--- src/rtl/mul_pkg.sv ---
// Shared definitions for the shift-add multiplier: default width, FSM states
// and step-counter width.
package mul_pkg;

    localparam int MUL_WIDTH = 16;
    localparam int CNT_W     = $clog2(MUL_WIDTH + 1);

    typedef enum logic [1:0] {
        IDLE = 2'd0,
        RUN  = 2'd1,
        DONE = 2'd2
    } mul_state_e;

endpackage

--- src/rtl/full_adder.sv ---
// One-bit full adder cell used to build the ripple adder in the step datapath.
module full_adder (
    input  logic a_i,
    input  logic b_i,
    input  logic c_i,
    output logic s_o,
    output logic c_o
);

    assign s_o = a_i ^ b_i ^ c_i;
    assign c_o = (a_i & b_i) | (a_i & c_i) | (b_i & c_i);

endmodule

--- src/rtl/shift_add_step.sv ---
// One radix-2 shift-add step: sum = hi + (lo[0] ? mcand : 0) on a WIDTH-bit
// ripple of full adders, then {carry, sum, lo} shifted right by one.
module shift_add_step #(
    parameter int WIDTH = 16
) (
    input  logic [WIDTH-1:0] hi_i,
    input  logic [WIDTH-1:0] lo_i,
    input  logic [WIDTH-1:0] mcand_i,
    output logic [WIDTH-1:0] hi_o,
    output logic [WIDTH-1:0] lo_o
);

    logic [WIDTH-1:0] addend;
    logic [WIDTH-1:0] sum;
    logic [WIDTH:0]   carry;

    assign addend   = lo_i[0] ? mcand_i : '0;
    assign carry[0] = 1'b0;

    for (genvar i = 0; i < WIDTH; i++) begin : g_fa
        full_adder u_fa (
            .a_i (hi_i[i]),
            .b_i (addend[i]),
            .c_i (carry[i]),
            .s_o (sum[i]),
            .c_o (carry[i+1])
        );
    end

    // The carry-out becomes the new top bit of hi, so hi + mcand never wraps.
    assign hi_o = {carry[WIDTH], sum[WIDTH-1:1]};
    assign lo_o = {sum[0], lo_i[WIDTH-1:1]};

endmodule

--- src/rtl/shift_add_multiplier.sv ---
// Sequential unsigned shift-add multiplier, product = a * b in WIDTH cycles.
// Optional SHIFT_ADD_MULTIPLIER_ADDEND_EN adds an addend port: product = a*b + addend.
module shift_add_multiplier
    import mul_pkg::*;
#(
    parameter int WIDTH = MUL_WIDTH
) (
    input  logic               clk,
    input  logic               rst_n,
    input  logic               in_valid,
    output logic               in_ready,
    input  logic [WIDTH-1:0]   a,
    input  logic [WIDTH-1:0]   b,
`ifdef SHIFT_ADD_MULTIPLIER_ADDEND_EN
    input  logic [WIDTH-1:0]   addend,
`endif
    output logic               out_valid,
    input  logic               out_ready,
    output logic [2*WIDTH-1:0] product
);

    // Counter sized from the instance width so non-default WIDTH still fits.
    localparam int CW = $clog2(WIDTH + 1);

    mul_state_e         state_q, state_d;
    logic [WIDTH-1:0]   mcand_q, mcand_d;
    logic [WIDTH-1:0]   hi_q, hi_d;
    logic [WIDTH-1:0]   lo_q, lo_d;
    logic [CW-1:0]      cnt_q, cnt_d;
    logic [2*WIDTH-1:0] product_q, product_d;
    logic               out_valid_q, out_valid_d;

    logic [WIDTH-1:0]   step_hi, step_lo;
    logic [WIDTH-1:0]   hi_init;

`ifdef SHIFT_ADD_MULTIPLIER_ADDEND_EN
    assign hi_init = addend;
`else
    assign hi_init = '0;
`endif

    shift_add_step #(.WIDTH(WIDTH)) u_step (
        .hi_i    (hi_q),
        .lo_i    (lo_q),
        .mcand_i (mcand_q),
        .hi_o    (step_hi),
        .lo_o    (step_lo)
    );

    assign in_ready  = (state_q == IDLE);
    assign out_valid = out_valid_q;
    assign product   = product_q;

    // Next-state: accept in IDLE, WIDTH shift-add steps in RUN, hold result in DONE.
    always_comb begin
        state_d     = state_q;
        mcand_d     = mcand_q;
        hi_d        = hi_q;
        lo_d        = lo_q;
        cnt_d       = cnt_q;
        product_d   = product_q;
        out_valid_d = out_valid_q;
        case (state_q)
            IDLE: begin
                if (in_valid) begin
                    mcand_d = a;
                    hi_d    = hi_init;
                    lo_d    = b;
                    cnt_d   = '0;
                    state_d = RUN;
                end
            end
            RUN: begin
                hi_d  = step_hi;
                lo_d  = step_lo;
                cnt_d = cnt_q + CW'(1);
                // Last step: publish the full product straight from the datapath.
                if (cnt_q == CW'(WIDTH - 1)) begin
                    product_d   = {step_hi, step_lo};
                    out_valid_d = 1'b1;
                    cnt_d       = '0;
                    state_d     = DONE;
                end
            end
            DONE: begin
                if (out_ready) begin
                    out_valid_d = 1'b0;
                    state_d     = IDLE;
                end
            end
            default: begin
                state_d     = IDLE;
                out_valid_d = 1'b0;
                cnt_d       = '0;
            end
        endcase
    end

    // State and datapath registers; reset aborts any job in flight.
    always_ff @(posedge clk or negedge rst_n) begin
        if (!rst_n) begin
            state_q     <= IDLE;
            mcand_q     <= '0;
            hi_q        <= '0;
            lo_q        <= '0;
            cnt_q       <= '0;
            product_q   <= '0;
            out_valid_q <= 1'b0;
        end else begin
            state_q     <= state_d;
            mcand_q     <= mcand_d;
            hi_q        <= hi_d;
            lo_q        <= lo_d;
            cnt_q       <= cnt_d;
            product_q   <= product_d;
            out_valid_q <= out_valid_d;
        end
    end

endmodule

--- config.mk ---
export PLATFORM = sky130hd
export DESIGN_NAME = shift_add_multiplier
export DESIGN_NICKNAME = d
export VERILOG_FILES = /design/src/rtl/mul_pkg.sv /design/src/rtl/full_adder.sv /design/src/rtl/shift_add_step.sv /design/src/rtl/shift_add_multiplier.sv
export SDC_FILE = /design/constraint.sdc
export NUM_CORES = 1
export LEC_CHECK = 0
export CORE_ASPECT_RATIO = 1.1
export CORE_UTILIZATION = 45
export CTS_CLUSTER_DIAMETER = 40
export DETAILED_ROUTE_END_ITERATION = 10
export GPL_TIMING_DRIVEN = 0
export PLACE_DENSITY = 0.7
export SLEW_MARGIN = 20
export SYNTH_ARGS = -nofsm -noshare
export SYNTH_HDL_FRONTEND = slang
export SYNTH_SLANG_ARGS = --single-unit
--- constraint.sdc ---
create_clock -name clk -period 10.8 [get_ports clk]
set_clock_uncertainty 0.2 [all_clocks]
set_input_delay 2.7 -clock clk [delete_from_list [all_inputs] [get_ports clk]]
set_output_delay 2.7 -clock clk [all_outputs]
set_load 0.02 [all_outputs]
* Word level (Yosys, flattened, before mapping) *
Index checks and enable logic that the tools add are counted.

cells by class
  bitwise operators = 109
  multiplexer cells = 15
  add/sub/neg operators = 1
  equal/unequal tests = 6
  divide/modulo/power cells = 0
  order comparisons = 0
  multipliers = 0
  shifts and indexed selects = 0
  reduce and logical (&&, ||, !) cells = 8

operators with widths
  kind                 count
  $pmux 16 s2          2
  $mux 16              3
  $and 1x1->1          46
  $xor 1x1->1          31
  $or 1x1->1           30
  $pmux 5 s3           1
  $mux 5               2
  $reduce_and 2->1     4
  $mux 2               3
  $ne 2x2->1 const B   3
  $pmux 2 s3           1
  $reduce_and 3->1     2
  $add 5x1->5 const B  1
  $eq 5x4->1 const B   1
  $pmux 1 s3           1
  $eq 2x1->1 const B   1
  $eq 2x2->1 const B   1
  $logic_not 2->1      1
  $mux 1               2
  $not 1->1            2
  $reduce_bool 2->1    1

word-level totals
  flip-flop bits (word level) = 88
  output and inout bits = 34
  memories = 0
  bits in latches = 0
  memory bits (read-only) = 0
  logic and storage cells = 146
  bits in writable memories = 0
  input bits = 36

* Longest topological paths before layout *
  depth after elaboration = 48
  mapped depth = 22
  mapped depth without buffers = 21

* By module *
Synthesis repeated with hierarchy kept, for this count alone.

second synthesis, totals
  cells, all modules = 292
  area total of the unflattened synthesis = 4065.1 um^2

by module, submodules not included
  module                instances  sequential area each (um^2)  cells an instance  area an instance (um^2)
  shift_add_multiplier  1          2202.1                       242                3494.6
  full_adder            16         0.0                          1                  20.0
  shift_add_step        1          0.0                          34                 250.2

* Least setup slack after synthesis *
OpenSTA, ideal clock, no wires.

  path type = reg2reg
  from = register lo_q[0]
  to = register product_q[30] (netlist: product[30])
  cell stages (with the launch flop) = 22
  period minus slack after synthesis = 7.516 ns
  arrival time = 7.192 ns
  setup time = 0.124 ns
  required time = 10.476 ns
  buffers on the path = 2
  slack = 3.284 ns
  cell sequence = dfrtp_1 -> clkbuf_1 -> clkbuf_1 -> nand2_1 -> fa_1 -> inv_1 -> fa_1 -> inv_1 -> fa_1 -> fa_1 -> fa_1 -> fa_1 -> fa_1 -> fa_1 -> fa_1 -> fa_1 -> fa_1 -> fa_1 -> fa_1 -> fa_1 -> fa_1 -> mux2i_1

on the way
  cells in the longest elaborated chain, start to end = 45
  elaborated cells between the ends (all ways) = 74
  classes of those cells = mux: 1; bitwise: 73

ends and longest elaborated chain
  item                       RTL line                     text
  start, declared            shift_add_multiplier.sv:28   logic [WIDTH-1:0] lo_q, lo_d;
  start signal, assigned     shift_add_multiplier.sv:113  lo_q <= lo_d;
  $mux 16 *                  shift_add_step.sv:17         assign addend = lo_i[0] ? mcand_i : '0;
  $and 1x1->1 (2 in series)  full_adder.sv:11             assign c_o = (a_i & b_i) | (a_i & c_i) | (b_i & c_i);
  $or 1x1->1 (2 in series)   full_adder.sv:11
  $and 1x1->1                full_adder.sv:11
  $or 1x1->1 (2 in series)   full_adder.sv:11
  $and 1x1->1                full_adder.sv:11
  $or 1x1->1 (2 in series)   full_adder.sv:11
  $and 1x1->1                full_adder.sv:11
  [21 not listed]            n/a
  $or 1x1->1 (2 in series)   full_adder.sv:11
  $and 1x1->1                full_adder.sv:11
  $or 1x1->1 (2 in series)   full_adder.sv:11
  $and 1x1->1                full_adder.sv:11
  $or 1x1->1 (2 in series)   full_adder.sv:11
  $and 1x1->1                full_adder.sv:11
  $or 1x1->1 (2 in series)   full_adder.sv:11
  $xor 1x1->1 *              full_adder.sv:10             assign s_o = a_i ^ b_i ^ c_i;
  end signal, assigned       shift_add_multiplier.sv:115  product_q <= product_d;
  end, declared              shift_add_multiplier.sv:30   logic [2*WIDTH-1:0] product_q, product_d;

Mark *: on every way between the ends. The rest lies on a longest branch, timed or not.
A chain may end at the register's enable or synchronous reset.

* Worst setup path after layout *
Same ends and word-level chain as after synthesis.

==> impl_metrics.json <==
{
  "min_period_ns": 8.087,
  "drive_gt1_share_pct": 13.87,
  "setup_viol": 0,
  "path_max_fanout": 10,
  "netlist_area_um2": 3933,
  "endpoint_kind": "flip-flop",
  "antenna_found_initial": 0,
  "fin_setup_tns_ns": 0,
  "clk_latency_ns": 0.35,
  "power_mw": 1.496,
  "hpwl_um": 5608,
  "h-tree-depth": 3,
  "io_pins": 70,
  "worstPathCellList": "clkbuf_1 > clkbuf_1 > nand2_1 > fa_1 > inv_1 > fa_1 > inv_1 > fa_1 > fa_1 > fa_1 > fa_1 > fa_1 > fa_1 > fa_1 > fa_1 > fa_1 > fa_1 > fa_1 > fa_1 > fa_1 > mux2i_1",
  "cpPeakStageDelay_ns": 0.55,
  "cts_hold_buf": 0,
  "antenna_cells": 0,
  "fp-row-count": 35,
  "period_share_pct": 74.88,
  "cts_max_path_buffers": 2,
  "die-area_um2": 9117,
  "drtPass1Iterations": 4,
  "wl_per_cell_um": 14.75,
  "core_area_um2": 8408,
  "drt_iter0_drc": 98,
  "ys_seq_area_share_pct": 56.00,
  "grt_max_degree": 47,
  "fp.dieW_um": 91.13,
  "yosys_register_bits": 88,
  "drc": 0,
  "syn_to_final_growth_pct": 27.30,
  "layout_common_cells": "dfrtp_1 (88), clkdlybuf4s50_1 (68), nand2_1 (46), inv_1 (33), mux2_2 (29)",
  "worst_slack_ns": 2.713,
  "hold_path.class": "reg2reg",
  "cts_inserted_buffers": 9,
  "grt_pass1_vias": 2806,
  "cts_setup_buffers": 0,
  "start_kind": "flip-flop",
  "cts_resized": 0,
  "maxSlewHeadroom_pct": 62.14,
  "routabilityCongestion": 0.7590,
  "grt_usage_pct": 19.00,
  "clock_sinks": 88,
  "whs_ns": 0.2939,
  "port-buffer-count": 69,
  "grt-ovfl-total": 0,
  "utilization_pct": 59.54,
  "ant_nets": 0,
  "yosysWarnings": 0,
  "fin_nets": 460,
  "clk_pin_slew_worst_paths_ns": 0.08,
  "critPathTopFamily": "adder cells",
  "fmax_mhz": 123.7,
  "crit_type": "reg2reg",
  "worstPathRequired_ns": 10.84,
  "dr_total_vias": 2587,
  "crit_slowest_cell": "fa_1",
  "dp_slack_ns": 2.662,
  "crit_path_frequent_cell": "fa_1",
  "vdd_drop_max_uv": 154.0,
  "synth_area_per_cell_um2": 12.06,
  "worst_pin_slew_ns": 0.5679,
  "critPathBufInv": 4,
  "grt_pass1_wl_um": 13410,
  "synthDistinctLibCells": 29,
  "drv_cap": 0,
  "cts_tree": "done",
  "die_y_um": 100.0,
  "cts_root_buf": "clkbuf_8",
  "status": "complete, no violations",
  "syn_nets": 379,
  "power_leakage_nw": 2.096,
  "power_density_nw_per_um2": 298.8,
  "routed_wirelength_um": 7698,
  "final_common_cell": "dfrtp_1",
  "slew_violations": 0,
  "arrival_ns": 8.12,
  "netlist_instances": 326,
  "hold_viol_final": 0,
  "initial_utilization_pct": 46.77,
  "viasPerCell": 4.956,
  "rsz0062_at_grt": "no"
}
==> power breakdown <==
part	total, mW	leakage, nW	switching [mW]	internal (mW)
clock	0.248	0.108	0.113	0.135
sequential	0.569	1.00	0.0883	0.481
combinational	0.679	0.988	0.353	0.325
==> cells in the mapped netlist <==
cell	instances	area, µm²
dfrtp_1	88	2202
nand2_1	46	172.7
inv_1	33	123.9
mux2_2	29	326.6
nor2_1	20	75.07
a31oi_1	16	100.1
o2bb2ai_1	16	140.1
fa_1	15	300.3
mux2i_1	15	150.1
buf_2	5	25.02
buf_1	4	15.01
clkbuf_1	4	15.01
mux2_1	4	45.04
nor2b_1	4	25.02
a22o_1	3	26.28
and2_1	3	18.77
buf_6	3	33.78
nand3_1	3	15.01
o21ai_0	3	15.01
ha_1	2	25.02
nand2b_1	2	12.51
a21o_1	1	7.510
a22oi_1	1	7.510
buf_4	1	7.510
nand2b_2	1	8.760
nor3_4	1	16.27
o21a_1	1	7.510
o22ai_1	1	6.260
xor2_1	1	8.760
==> per-stage QoR <==
step,area [µm²],std cells
2_1_floorplan,3933,326
3_3_place_gp,4762,506
3_5_place_dp,4787,507
4_1_cts,5006,522
5_1_grt,5006,522
6_report,5006,522
==> worst paths after layout <==
| check | startpoint | to | slack [ns] | cells past startpoint |
|---|---|---|---|---|
| setup / recovery | lo_q[0] | product[30] | 2.71 | 21 |
| min in group asynchronous | rst_n | product[20] | 2.14 | 1 |
| setup reg to reg | lo_q[0] | product[30] | 2.71 | 21 |
| hold / removal | mcand_q[11] | mcand_q[11] | 0.29 | 1 |
| hold reg to reg | mcand_q[11] | mcand_q[11] | 0.29 | 1 |
| max in group asynchronous | rst_n | mcand_q[15] | 7.64 | 2 |
==> cells by family (layout without fill, tap and decap cells) <==
family | Yosys count | after routing | synth area share [%]
compound gates | 42 | 42 | 7.891
flops | 88 | 88 | 56.00
simple gates | 80 | 80 | 8.750
mux | 48 | 48 | 13.27
fa+ha+maj | 17 | 17 | 8.272
xor+xnor | 1 | 1 | 0.2228
buf+inv | 50 | 135 | 5.599
==> per-layer routing <==
layer	global-route usage (%)	wire, µm	vias to the layer above
met5	0	0	-
met4	7.204	85	0
met3	4.242	347	8
met2	31.59	3751	56
met1	24.57	3514	1287
li1	-	-	1236
==> state kept, by name, summed over array words and instances (netlist names) <==
signal     cells
cnt_q          5
hi_q          16
lo_q          16
mcand_q       16
out_valid      1
product       32
state_q        2
==> final cells by class <==
class,count,area [µm²]
Sequential cell,88,2202
Inverter,33,123.9
Timing Repair Buffer,70,715.7
Clock inverter,5,81.33
Fill cell,687,3402
Tap cell,111,138.9
Buffer,17,96.34
Multi-Input combinational cell,188,1510
Clock buffer,10,137.6
Power figures use the tool's default switching activity.
